### src/rtl/fb_scanout_reader_if.sv
// Bus bundle for fb_scanout_reader: display-side pixel handshake plus the
// SRAM arbiter read port.
//   master : the scanout reader (drives SRAM read request and pixel outputs)
//   slave  : the environment (video timing, SRAM arbiter / memory)
// Signals:
//   frame_start  1-cycle pulse before the first pixel of a frame
//   video_on     display active region
//   pix_req      pixel strobe, honoured only while video_on=1
//   sram_addr    18-bit read word address
//   sram_read    read request, held until granted
//   sram_gnt     arbiter accepts the read this cycle
//   sram_data    16-bit read data {X,R,G,B}, valid RD_LAT cycles after acceptance
//   pix_r/g/b    4-bit pixel colour
//   pix_valid    1-cycle pulse per honoured pixel strobe
//   underflow    sticky: a pixel strobe found the FIFO empty
interface fb_scanout_reader_if;
  logic        frame_start;
  logic        video_on;
  logic        pix_req;
  logic [17:0] sram_addr;
  logic        sram_read;
  logic        sram_gnt;
  logic [15:0] sram_data;
  logic [3:0]  pix_r;
  logic [3:0]  pix_g;
  logic [3:0]  pix_b;
  logic        pix_valid;
  logic        underflow;

  modport master (
    input  frame_start, video_on, pix_req, sram_gnt, sram_data,
    output sram_addr, sram_read, pix_r, pix_g, pix_b, pix_valid, underflow
  );

  modport slave (
    output frame_start, video_on, pix_req, sram_gnt, sram_data,
    input  sram_addr, sram_read, pix_r, pix_g, pix_b, pix_valid, underflow
  );
endinterface

### src/rtl/fb_scanout_reader.sv
// Framebuffer scanout reader. Fetches framebuffer words sequentially from the
// SRAM arbiter read port, buffers them in a prefetch FIFO and delivers one RGB
// pixel per honoured display pixel strobe.
// Ports:
//   clk_i  system clock
//   rst_i  synchronous reset, active-high
//   bus    fb_scanout_reader_if.master (SRAM read port + pixel outputs)
// Parameters:
//   H_RES, V_RES  frame geometry; frame = H_RES*V_RES words starting at address 0
//   FIFO_DEPTH    prefetch FIFO entries (power of 2)
//   RD_LAT        cycles from accepted read to valid read data
module fb_scanout_reader #(
  parameter int unsigned H_RES      = 640,
  parameter int unsigned V_RES      = 400,
  parameter int unsigned FIFO_DEPTH = 16,
  parameter int unsigned RD_LAT     = 2
) (
  input  logic                 clk_i,
  input  logic                 rst_i,
  fb_scanout_reader_if.master  bus
);

  localparam int unsigned LAST_ADDR = H_RES * V_RES - 1;
  localparam int unsigned PTR_W     = $clog2(FIFO_DEPTH);
  localparam int unsigned CNT_W     = PTR_W + 1;
  localparam int unsigned RES_W     = CNT_W + 1;

  typedef enum logic [1:0] {
    S_IDLE,
    S_FILL,
    S_RUN,
    S_DONE
  } state_t;

  state_t state_q, state_d;

  logic [17:0]       addr_q, addr_d;
  // Only the R/G/B nibbles are stored; the X nibble is never displayed.
  logic [11:0]       fifo_mem_q [FIFO_DEPTH];
  logic [PTR_W-1:0]  wr_ptr_q, rd_ptr_q;
  logic [CNT_W-1:0]  count_q;
  // One bit per outstanding read; the top bit marks the return arriving now.
  logic [RD_LAT-1:0] ret_pipe_q;
  logic [11:0]       pix_rgb_q;
  logic              pix_valid_q;
  logic              underflow_q;

  logic [CNT_W-1:0]  inflight;
  logic [RES_W-1:0]  reserved;
  logic              issue;
  logic              accept;
  logic              last_accept;
  logic              push;
  logic              pop_req;
  logic              fifo_empty;
  logic              pop;

  always_comb begin
    inflight = '0;
    for (int unsigned i = 0; i < RD_LAT; i++) begin
      inflight = inflight + CNT_W'(ret_pipe_q[i]);
    end
  end

  // Reserving FIFO slots for in-flight reads makes overflow impossible.
  // The request can only drop through acceptance: pushes move a slot from
  // inflight to count, and pops only free slots.
  assign reserved    = RES_W'(count_q) + RES_W'(inflight);
  assign issue       = ((state_q == S_FILL) || (state_q == S_RUN)) &&
                       (reserved < RES_W'(FIFO_DEPTH));
  assign accept      = issue && bus.sram_gnt;
  assign last_accept = accept && (addr_q == 18'(LAST_ADDR));
  assign push        = ret_pipe_q[RD_LAT-1];
  assign pop_req     = bus.pix_req && bus.video_on;
  assign fifo_empty  = (count_q == '0);
  assign pop         = pop_req && !fifo_empty;

  always_comb begin
    state_d = state_q;
    case (state_q)
      S_IDLE: state_d = S_IDLE;
      S_FILL: begin
        if (last_accept) begin
          state_d = S_DONE;
        end else if (reserved == RES_W'(FIFO_DEPTH)) begin
          state_d = S_RUN;
        end
      end
      S_RUN: begin
        if (last_accept) begin
          state_d = S_DONE;
        end
      end
      S_DONE: begin
        // Wait for outstanding returns as well, so none lands after IDLE.
        if (fifo_empty && (inflight == '0)) begin
          state_d = S_IDLE;
        end
      end
      default: state_d = S_IDLE;
    endcase
    if (bus.frame_start) begin
      state_d = S_FILL;
    end
  end

  // Address holds at the last frame word; the next frame restarts at 0.
  always_comb begin
    addr_d = addr_q;
    if (accept && !last_accept) begin
      addr_d = addr_q + 18'd1;
    end
    if (bus.frame_start) begin
      addr_d = '0;
    end
  end

  always_ff @(posedge clk_i) begin
    if (rst_i) begin
      state_q     <= S_IDLE;
      addr_q      <= '0;
      wr_ptr_q    <= '0;
      rd_ptr_q    <= '0;
      count_q     <= '0;
      ret_pipe_q  <= '0;
      pix_rgb_q   <= '0;
      pix_valid_q <= 1'b0;
      underflow_q <= 1'b0;
    end else begin
      state_q <= state_d;
      addr_q  <= addr_d;

      if (bus.frame_start) begin
        // Clearing the return pipe drops in-flight data without writing it.
        wr_ptr_q   <= '0;
        rd_ptr_q   <= '0;
        count_q    <= '0;
        ret_pipe_q <= '0;
      end else begin
        ret_pipe_q <= (ret_pipe_q << 1) | RD_LAT'(accept);
        if (push) begin
          wr_ptr_q <= wr_ptr_q + PTR_W'(1);
        end
        if (pop) begin
          rd_ptr_q <= rd_ptr_q + PTR_W'(1);
        end
        count_q <= count_q + CNT_W'(push) - CNT_W'(pop);
      end

      pix_valid_q <= pop_req;
      if (pop_req) begin
        if (fifo_empty) begin
          pix_rgb_q   <= '0;
          underflow_q <= 1'b1;
        end else begin
          pix_rgb_q <= fifo_mem_q[rd_ptr_q];
        end
      end
      if (bus.frame_start) begin
        underflow_q <= 1'b0;
      end
    end
  end

  // Storage needs no reset; a write without a pointer advance is harmless.
  always_ff @(posedge clk_i) begin
    if (push) begin
      fifo_mem_q[wr_ptr_q] <= bus.sram_data[11:0];
    end
  end

  assign bus.sram_addr = addr_q;
  assign bus.sram_read = issue;
  assign bus.pix_r     = pix_rgb_q[11:8];
  assign bus.pix_g     = pix_rgb_q[7:4];
  assign bus.pix_b     = pix_rgb_q[3:0];
  assign bus.pix_valid = pix_valid_q;
  assign bus.underflow = underflow_q;

endmodule
### src/flat_wrapper.sv
// flat-port wrapper written by rule: the top's interface ports become plain ports
module fb_scanout_reader_flat 
#(
  parameter int unsigned H_RES      = 640,
  parameter int unsigned V_RES      = 400,
  parameter int unsigned FIFO_DEPTH = 16,
  parameter int unsigned RD_LAT     = 2
)
  (clk_i, rst_i, bus_frame_start, bus_video_on, bus_pix_req, bus_sram_gnt, bus_sram_data, bus_sram_addr, bus_sram_read, bus_pix_r, bus_pix_g, bus_pix_b, bus_pix_valid, bus_underflow);
  fb_scanout_reader_if bus_i ();
  input  logic clk_i;
  input  logic rst_i;
  input wire logic [$bits(bus_i.frame_start)-1:0] bus_frame_start;
  input wire logic [$bits(bus_i.video_on)-1:0] bus_video_on;
  input wire logic [$bits(bus_i.pix_req)-1:0] bus_pix_req;
  input wire logic [$bits(bus_i.sram_gnt)-1:0] bus_sram_gnt;
  input wire logic [$bits(bus_i.sram_data)-1:0] bus_sram_data;
  output wire logic [$bits(bus_i.sram_addr)-1:0] bus_sram_addr;
  output wire logic [$bits(bus_i.sram_read)-1:0] bus_sram_read;
  output wire logic [$bits(bus_i.pix_r)-1:0] bus_pix_r;
  output wire logic [$bits(bus_i.pix_g)-1:0] bus_pix_g;
  output wire logic [$bits(bus_i.pix_b)-1:0] bus_pix_b;
  output wire logic [$bits(bus_i.pix_valid)-1:0] bus_pix_valid;
  output wire logic [$bits(bus_i.underflow)-1:0] bus_underflow;
  assign bus_i.frame_start = bus_frame_start;
  assign bus_i.video_on = bus_video_on;
  assign bus_i.pix_req = bus_pix_req;
  assign bus_i.sram_gnt = bus_sram_gnt;
  assign bus_i.sram_data = bus_sram_data;
  assign bus_sram_addr = bus_i.sram_addr;
  assign bus_sram_read = bus_i.sram_read;
  assign bus_pix_r = bus_i.pix_r;
  assign bus_pix_g = bus_i.pix_g;
  assign bus_pix_b = bus_i.pix_b;
  assign bus_pix_valid = bus_i.pix_valid;
  assign bus_underflow = bus_i.underflow;
  fb_scanout_reader #(.H_RES(H_RES), .V_RES(V_RES), .FIFO_DEPTH(FIFO_DEPTH), .RD_LAT(RD_LAT)) u_core (.clk_i(clk_i), .rst_i(rst_i), .bus(bus_i));
endmodule
### config.mk
export PLATFORM = sky130hd
export DESIGN_NAME = fb_scanout_reader_flat
export DESIGN_NICKNAME = d
export VERILOG_FILES = /design/src/rtl/fb_scanout_reader_if.sv /design/src/rtl/fb_scanout_reader.sv /design/src/flat_wrapper.sv
export SDC_FILE = /design/constraint.sdc
export NUM_CORES = 1
export LEC_CHECK = 0
export BUFFER_PORTS_ARGS = -buffer_cell sky130_fd_sc_hd__buf_2
export CAP_MARGIN = 20
export CORE_ASPECT_RATIO = 1.75
export CORE_MARGIN = 5
export CORE_UTILIZATION = 45
export CTS_CLUSTER_DIAMETER = 30
export CTS_CLUSTER_SIZE = 30
export DETAILED_ROUTE_END_ITERATION = 6
export GPL_ROUTABILITY_DRIVEN = 0
export PLACE_DENSITY = 0.65
export SETUP_SLACK_MARGIN = 0.05
export SLEW_MARGIN = 20
export SYNTH_ARGS = -nofsm -noshare
export SYNTH_HDL_FRONTEND = slang
export SYNTH_SLANG_ARGS = --single-unit
### constraint.sdc
create_clock -name clk_i -period 5.8 [get_ports clk_i]
set_input_delay 1.16 -clock clk_i [delete_from_list [all_inputs] [get_ports clk_i]]
set_output_delay 1.16 -clock clk_i [all_outputs]
set_load 0.005 [all_outputs]
-- Word level (Yosys, flattened, before mapping)
Memories as Yosys holds them, arrays and structs flattened. A register that Yosys moved wholly into a read port is not among the register bits.
Index checks and enable logic that the tools add are counted.
W data, S select, Z words.
- register bits: 49
- RAM bits: 192
- bits of input ports: 22
- output and inout port bits: 33
- word-level logic and storage cells: 59
- memories kept: 1
- $add $sub $neg: 7
- magnitude comparators: 1
- equal/unequal tests: 11
- muxes and demuxes: 11
- bitwise logic cells: 1
- reduce and logical (&&, ||, !) cells: 17
- memory list (name ; words ; width ; rd ports ; clocked after Yosys merged registers in ; write ports ; line ; source):
    u_core.fifo_mem_q ; 16 ; 12 ; 1 ; 1 ; 1 ; fb_scanout_reader.sv:39 ; logic [11:0] fifo_mem_q [FIFO_DEPTH];
- operator list (operator ; count):
    $add A18 B1 Y18 const B ; 1
    $eq A18 B18 Y1 const B ; 1
    $mux W12 ; 1
    $logic_not A5 Y1 ; 2
    $ne A3 B2 Y1 const B ; 3
    $add A4 B1 Y4 const B ; 2
    $mux W2 ; 4
    $mux W4 ; 2
    $pmux W2 S4 ; 1
    $logic_and A1 B1 Y1 ; 7
    $add A5 B5 Y6 ; 1
    $eq A6 B5 Y1 const B ; 1
    $lt A6 B5 Y1 const B ; 1
    $reduce_and A3 Y1 ; 2
    $add A5 B1 Y5 ; 1
    $sub A5 B1 Y5 ; 1
    $eq A2 B2 Y1 const B ; 2
    $ne A2 B1 Y1 const B ; 2
    $ne A4 B3 Y1 const B ; 1
    $mux W1 ; 3
    $add A1 B1 Y2 ; 1
    $eq A2 B1 Y1 const B ; 1
    $logic_not A1 Y1 ; 2
    $logic_not A2 Y1 ; 1
    4 further kinds ; 4

-- Logic depth before layout (Yosys ltp)
- depth after elaboration: 9
- mapped depth: 14
- gate-level depth less buffers: 14

-- Worst setup path after synthesis
OpenSTA, ideal clock, no wires.
- path type: register to output
- start: reg u_core.ret_pipe_q[1]
- end: out bus_sram_read
- arrival time: 1.949 ns
- data required time: 4.640 ns
- setup slack: 2.691 ns
- stages on the path, launching flop included: 9
- path buffers: 1
- cells stage by stage: dfxtp_1 > clkbuf_1 > inv_1 > ha_1 > ha_1 > fa_1 > a21oi_1 > nor2_1 > nor3_1
- longest elaborated chain between the ends: 4
- RTL lines (element ; line ; source):
    from (decl) ; fb_scanout_reader.sv:43 ; logic [RD_LAT-1:0] ret_pipe_q;
    from (signal assigned) ; fb_scanout_reader.sv:140 ; ret_pipe_q <= (ret_pipe_q << 1) | RD_LAT'(accept);
    $add A1 B1 Y2 ; fb_scanout_reader.sv:61 ; inflight = inflight + CNT_W'(ret_pipe_q[i]);
    $add A5 B5 Y6 ; fb_scanout_reader.sv:68 ; assign reserved = RES_W'(count_q) + RES_W'(inflight);
    $lt A6 B5 Y1 ; fb_scanout_reader.sv:70 ; (reserved < RES_W'(FIFO_DEPTH));
    $logic_and A1 B1 Y1 ; fb_scanout_reader.sv:69 ; assign issue = ((state_q == S_FILL) || (state_q == S_RUN)) &&
    to (decl) ; flat_wrapper.sv:19 ; output wire logic [$bits(bus_i.sram_read)-1:0] bus_sram_read;
No other way between the ends.

-- Worst setup path in the final report
Ends and elaborated chain as after synthesis.

==> implementation parameters <==
Parameter                              Value

Floorplanning
  Die footprint    0.0255 mm2
  Count of standard-cell rows    72
  Horizontal die dimension    123 um
  Ports    55
  Standard cell core area    0.0221 mm2
  Starting density of the core    45.5%
  Die Span Y    208 um

Global route
  Vias in the first global route    5751
  Wire length of the first global-routing pass    32000 um
  Sum of overflow across all layers after global routing    0
  Total global routing track utilization    16.5%
  Antenna violations before repair    0
  Maximum number of pins on one net before global-route repair    49

CTS
  Clock Tree Buf Depth    3
  Post-CTS clock slew at the launch and capture registers of the worst setup and hold paths    0.07 ns
  Clock latency on the worst-skew pair    0.56 ns
  Clock sink count    245
  Number of CTS-inserted buffers    30
  H-tree depth    1
  CTS root buf    clkbuf_16
  Count of instances resized after the clock tree is built    0
  Number of hold buffers added after CTS    0
  Number of setup buffers added after CTS    0
  CTS tree    yes

Worst setup path
  Worst setup slack for register-to-register paths    2.46 ns
  Critical path launch point type    register
  RR Startpoint    u_core.ret_pipe_q[1]
  Classification of the worst setup path    reg -> out
  Arr. time, crit path    2.70 ns
  Critical path peak fanout    10
  Capture instance of the worst register-to-register path    u_core.bus.sram_addr[13]
  Crit end category    primary output
  Required time of the critical path    4.64 ns
  Depth of the most critical reg-to-reg path    9

Timing
  Transition time of the tightest slew-check pin    0.999 ns
  Setup repair after global routing missed its margin    false
  Worst relative slew slack    33.4%
  Final critical-path share of the clock period    66.5%
  Count of endpoints failing hold in the final timing report    0
  Setup TNS    0 ns
  Clock Skew    0.0217 ns
  Post-layout minimum cycle time    3.86 ns
  Count of final setup violators    0
  Highest attainable clock frequency    259 MHz
  Fin. max-slew vios    0

Yosys
  Register bit total from synthesis    245
  Mean cell area of the mapped netlist    16.9 um2
  Nets in the synthesized netlist    639
  Netlist cell types    48
  Cell count after synthesis    594
  Biggest area contributors in the synthesized netlist    edfxtp_1, mux4_2, dfxtp_1
  Cell taking the most area after synthesis    edfxtp_1
  Sequential cell area fraction in the yosys report    68.0%
  Yosys top cell area share    57.4%
  Synth Cell Area    0.0100 mm2
  Synthesis Warnings    0

Routing
  Per-cell via count in the routed design    5.53
  Total vias in the final route    5361
  Number of search-and-repair iterations in the first detailed-routing pass    5
  DRT antenna net count    0
  Mean routed wirelength per cell    21.0 um
  # DRC    0
  Final routed wirelength across all metal layers    20300 um
  Detailed Route Iter0 Violations    381

Run
  Number of violations of the max-capacitance limit    0

Outcome
  Status    complete, no violations

Cells and area
  Area growth syn-to-layout    15.7%
  # fillers    1778
  Non-filler cells, final    970
  Total Nets Final    695
  Total non-filler cell area in the finished layout    0.0116 mm2
  Antenna Cells    0
  Ratio of cells with drive above 1 in the final layout    27.2%

Worst hold path
  WHS Endpoint    u_core.pix_rgb_q[5]
  Class of the worst hold path    reg -> reg
  Hold Path Origin    u_core.pix_rgb_q[5]
  Min-Delay Path Depth    2

Power and ir drop
  Power per standard cell area    341 mW/mm2
  Reported leakage power    0.00384 uW
  Worst VDD drop    243 uV

Place
  Placed Area    0.0105 mm2
  Post-Place Cells    914
  Final HPWL from detailed placement    12700 um
  IO Port Bufs    50
[stage by stage]
| step | utilization (%) | power, uW | setup WS [ns] | hold WS (ns) |
|---|---|---|---|---|
| 5_1_grt | 52.6 | 4090 | 1.73 | 0.466 |
| 4_1_cts | 52.6 | 3990 | 1.92 | 0.444 |
| 2_1_floorplan | - | 2020 | 2.69 | 0.441 |
| 3_5_place_dp | 47.7 | 2060 | 2.48 | 0.435 |
| 3_3_place_gp | 47.7 | 2060 | 2.53 | 0.430 |
| 6_report | 52.6 | 3960 | 1.94 | 0.442 |
[routing by layer]
metal	vias up	share of wire, %	global-route usage (%)
met2	147	56	30.6
met1	2751	36	19.5
met3	28	5.3	2.24
li1	2435	-	-
met5	-	0	0
met4	0	2.0	4.64
[worst max path at each step]
| stage | cells after the start | slack [ns] | end | from |
|---|---|---|---|---|
| after floorplan | 8 | 2.69 | bus_sram_read | u_core.ret_pipe_q[1] |
| after CTS | 8 | 1.92 | bus_sram_read | u_core.ret_pipe_q[1] |
| final | 8 | 1.94 | bus_sram_read | u_core.ret_pipe_q[1] |
| after global routing | 8 | 1.73 | bus_sram_read | u_core.ret_pipe_q[1] |
| after detailed placement | 9 | 2.48 | u_core.bus.sram_addr[3] | u_core.ret_pipe_q[1] |
| after global placement | 13 | 2.53 | u_core.count_q[4] | bus_pix_req |
[power breakdown]
group,switching (uW),internal [uW]
clock,846,1090
combinational,65.2,45.4
sequential,13.6,1900
total,925,3030
[synthesized netlist by cell type (all sizes together)]
cell type,number
nor2b,1
ha,21
nand2b,1
xor2,5
o211ai,2
mux2i,12
and2,19
and3,5
o21a,1
clkbuf,14
or4,6
or3,13
a31oi,1
nor2,26
inv,29
nor4b,1
nor3,2
o21ai,16
edfxtp,192
xnor2,4
o31ai,5
a21oi,16
nand4,6
a21boi,1
o31a,1
fa,2
mux2,1
buf,13
or4b,1
and4,3
and4b,1
or3b,2
or2,2
nor3b,1
nand2,35
o41ai,3
a21o,2
dfxtp,53
nand3,5
mux4,60
nor4,10
[cells by family after synthesis]
family,synth area share [%]
buf+inv,2.47
compound gates,2.90
xor+xnor,0.785
fa+ha+maj,3.02
flops,68.0
simple gates,8.04
mux,14.8
[cell type report]
type	count	area [um2]	share of cell area, %
Inverter	29	109	0.938
Clock inverter	24	293	2.52
Clock buffer	32	779	6.71
Tap cell	296	370	3.19
Sequential cell	245	6830	58.9
Timing Repair Buffer	51	258	2.22
Multi-Input combinational cell	293	2970	25.6
[worst max-delay path: stages, from the launching register on]
cell and delay [ns]:
dfxtp_1 0.54, inv_1 0.12, ha_1 0.29, ha_1 0.22, fa_1 0.42, a21oi_1 0.18
nor2_1 0.07, nor3_1 0.16, buf_2 0.15
[state kept, by name, indices dropped and copies added (netlist names), named ones only]
name / cells
u_core.wr_ptr_q: 4
u_core.bus.pix_valid: 1
u_core.ret_pipe_q: 2
u_core.bus.sram_addr: 18
u_core.rd_ptr_q: 4
u_core.count_q: 5
u_core.state_q: 2
u_core.pix_rgb_q: 12
u_core.bus.underflow: 1
u_core.fifo_mem_q: 192
[cells in the final DEF, fill, tap and decap left out, types with 2 or more instances in the layout]
cell type   netlist  layout
nand4_1           6       6
mux2i_1          12      12
inv_6             0       2
o21ai_1          15      15
o41ai_1           2       2
dfxtp_2           0       2
nor4_2            9       9
nor2_1           26      26
edfxtp_1        192     192
dfxtp_1          53      50
fa_1              2       2
clkbuf_16         0      31
or3_1            13      13
a21o_1            2       2
o211ai_1          2       2
nand2_1          35      35
and4_1            3       3
xor2_1            5       5
or4_1             6       6
clkinv_8          0       3
and2_1           19      19
clkinvlp_4        0       5
xnor2_1           4       4
inv_8             0       6
ha_1             21      21
o31ai_1           5       5
and3_1            4       4
inv_1            29      29
inv_12            0       5
or3b_1            2       2
buf_2             9      50
clkinv_2          0       2
a21oi_1          16      15
nand3_1           5       5
mux4_2           60      60
nor3_1            2       2
No activity file was read; power rests on OpenSTA's default activity.
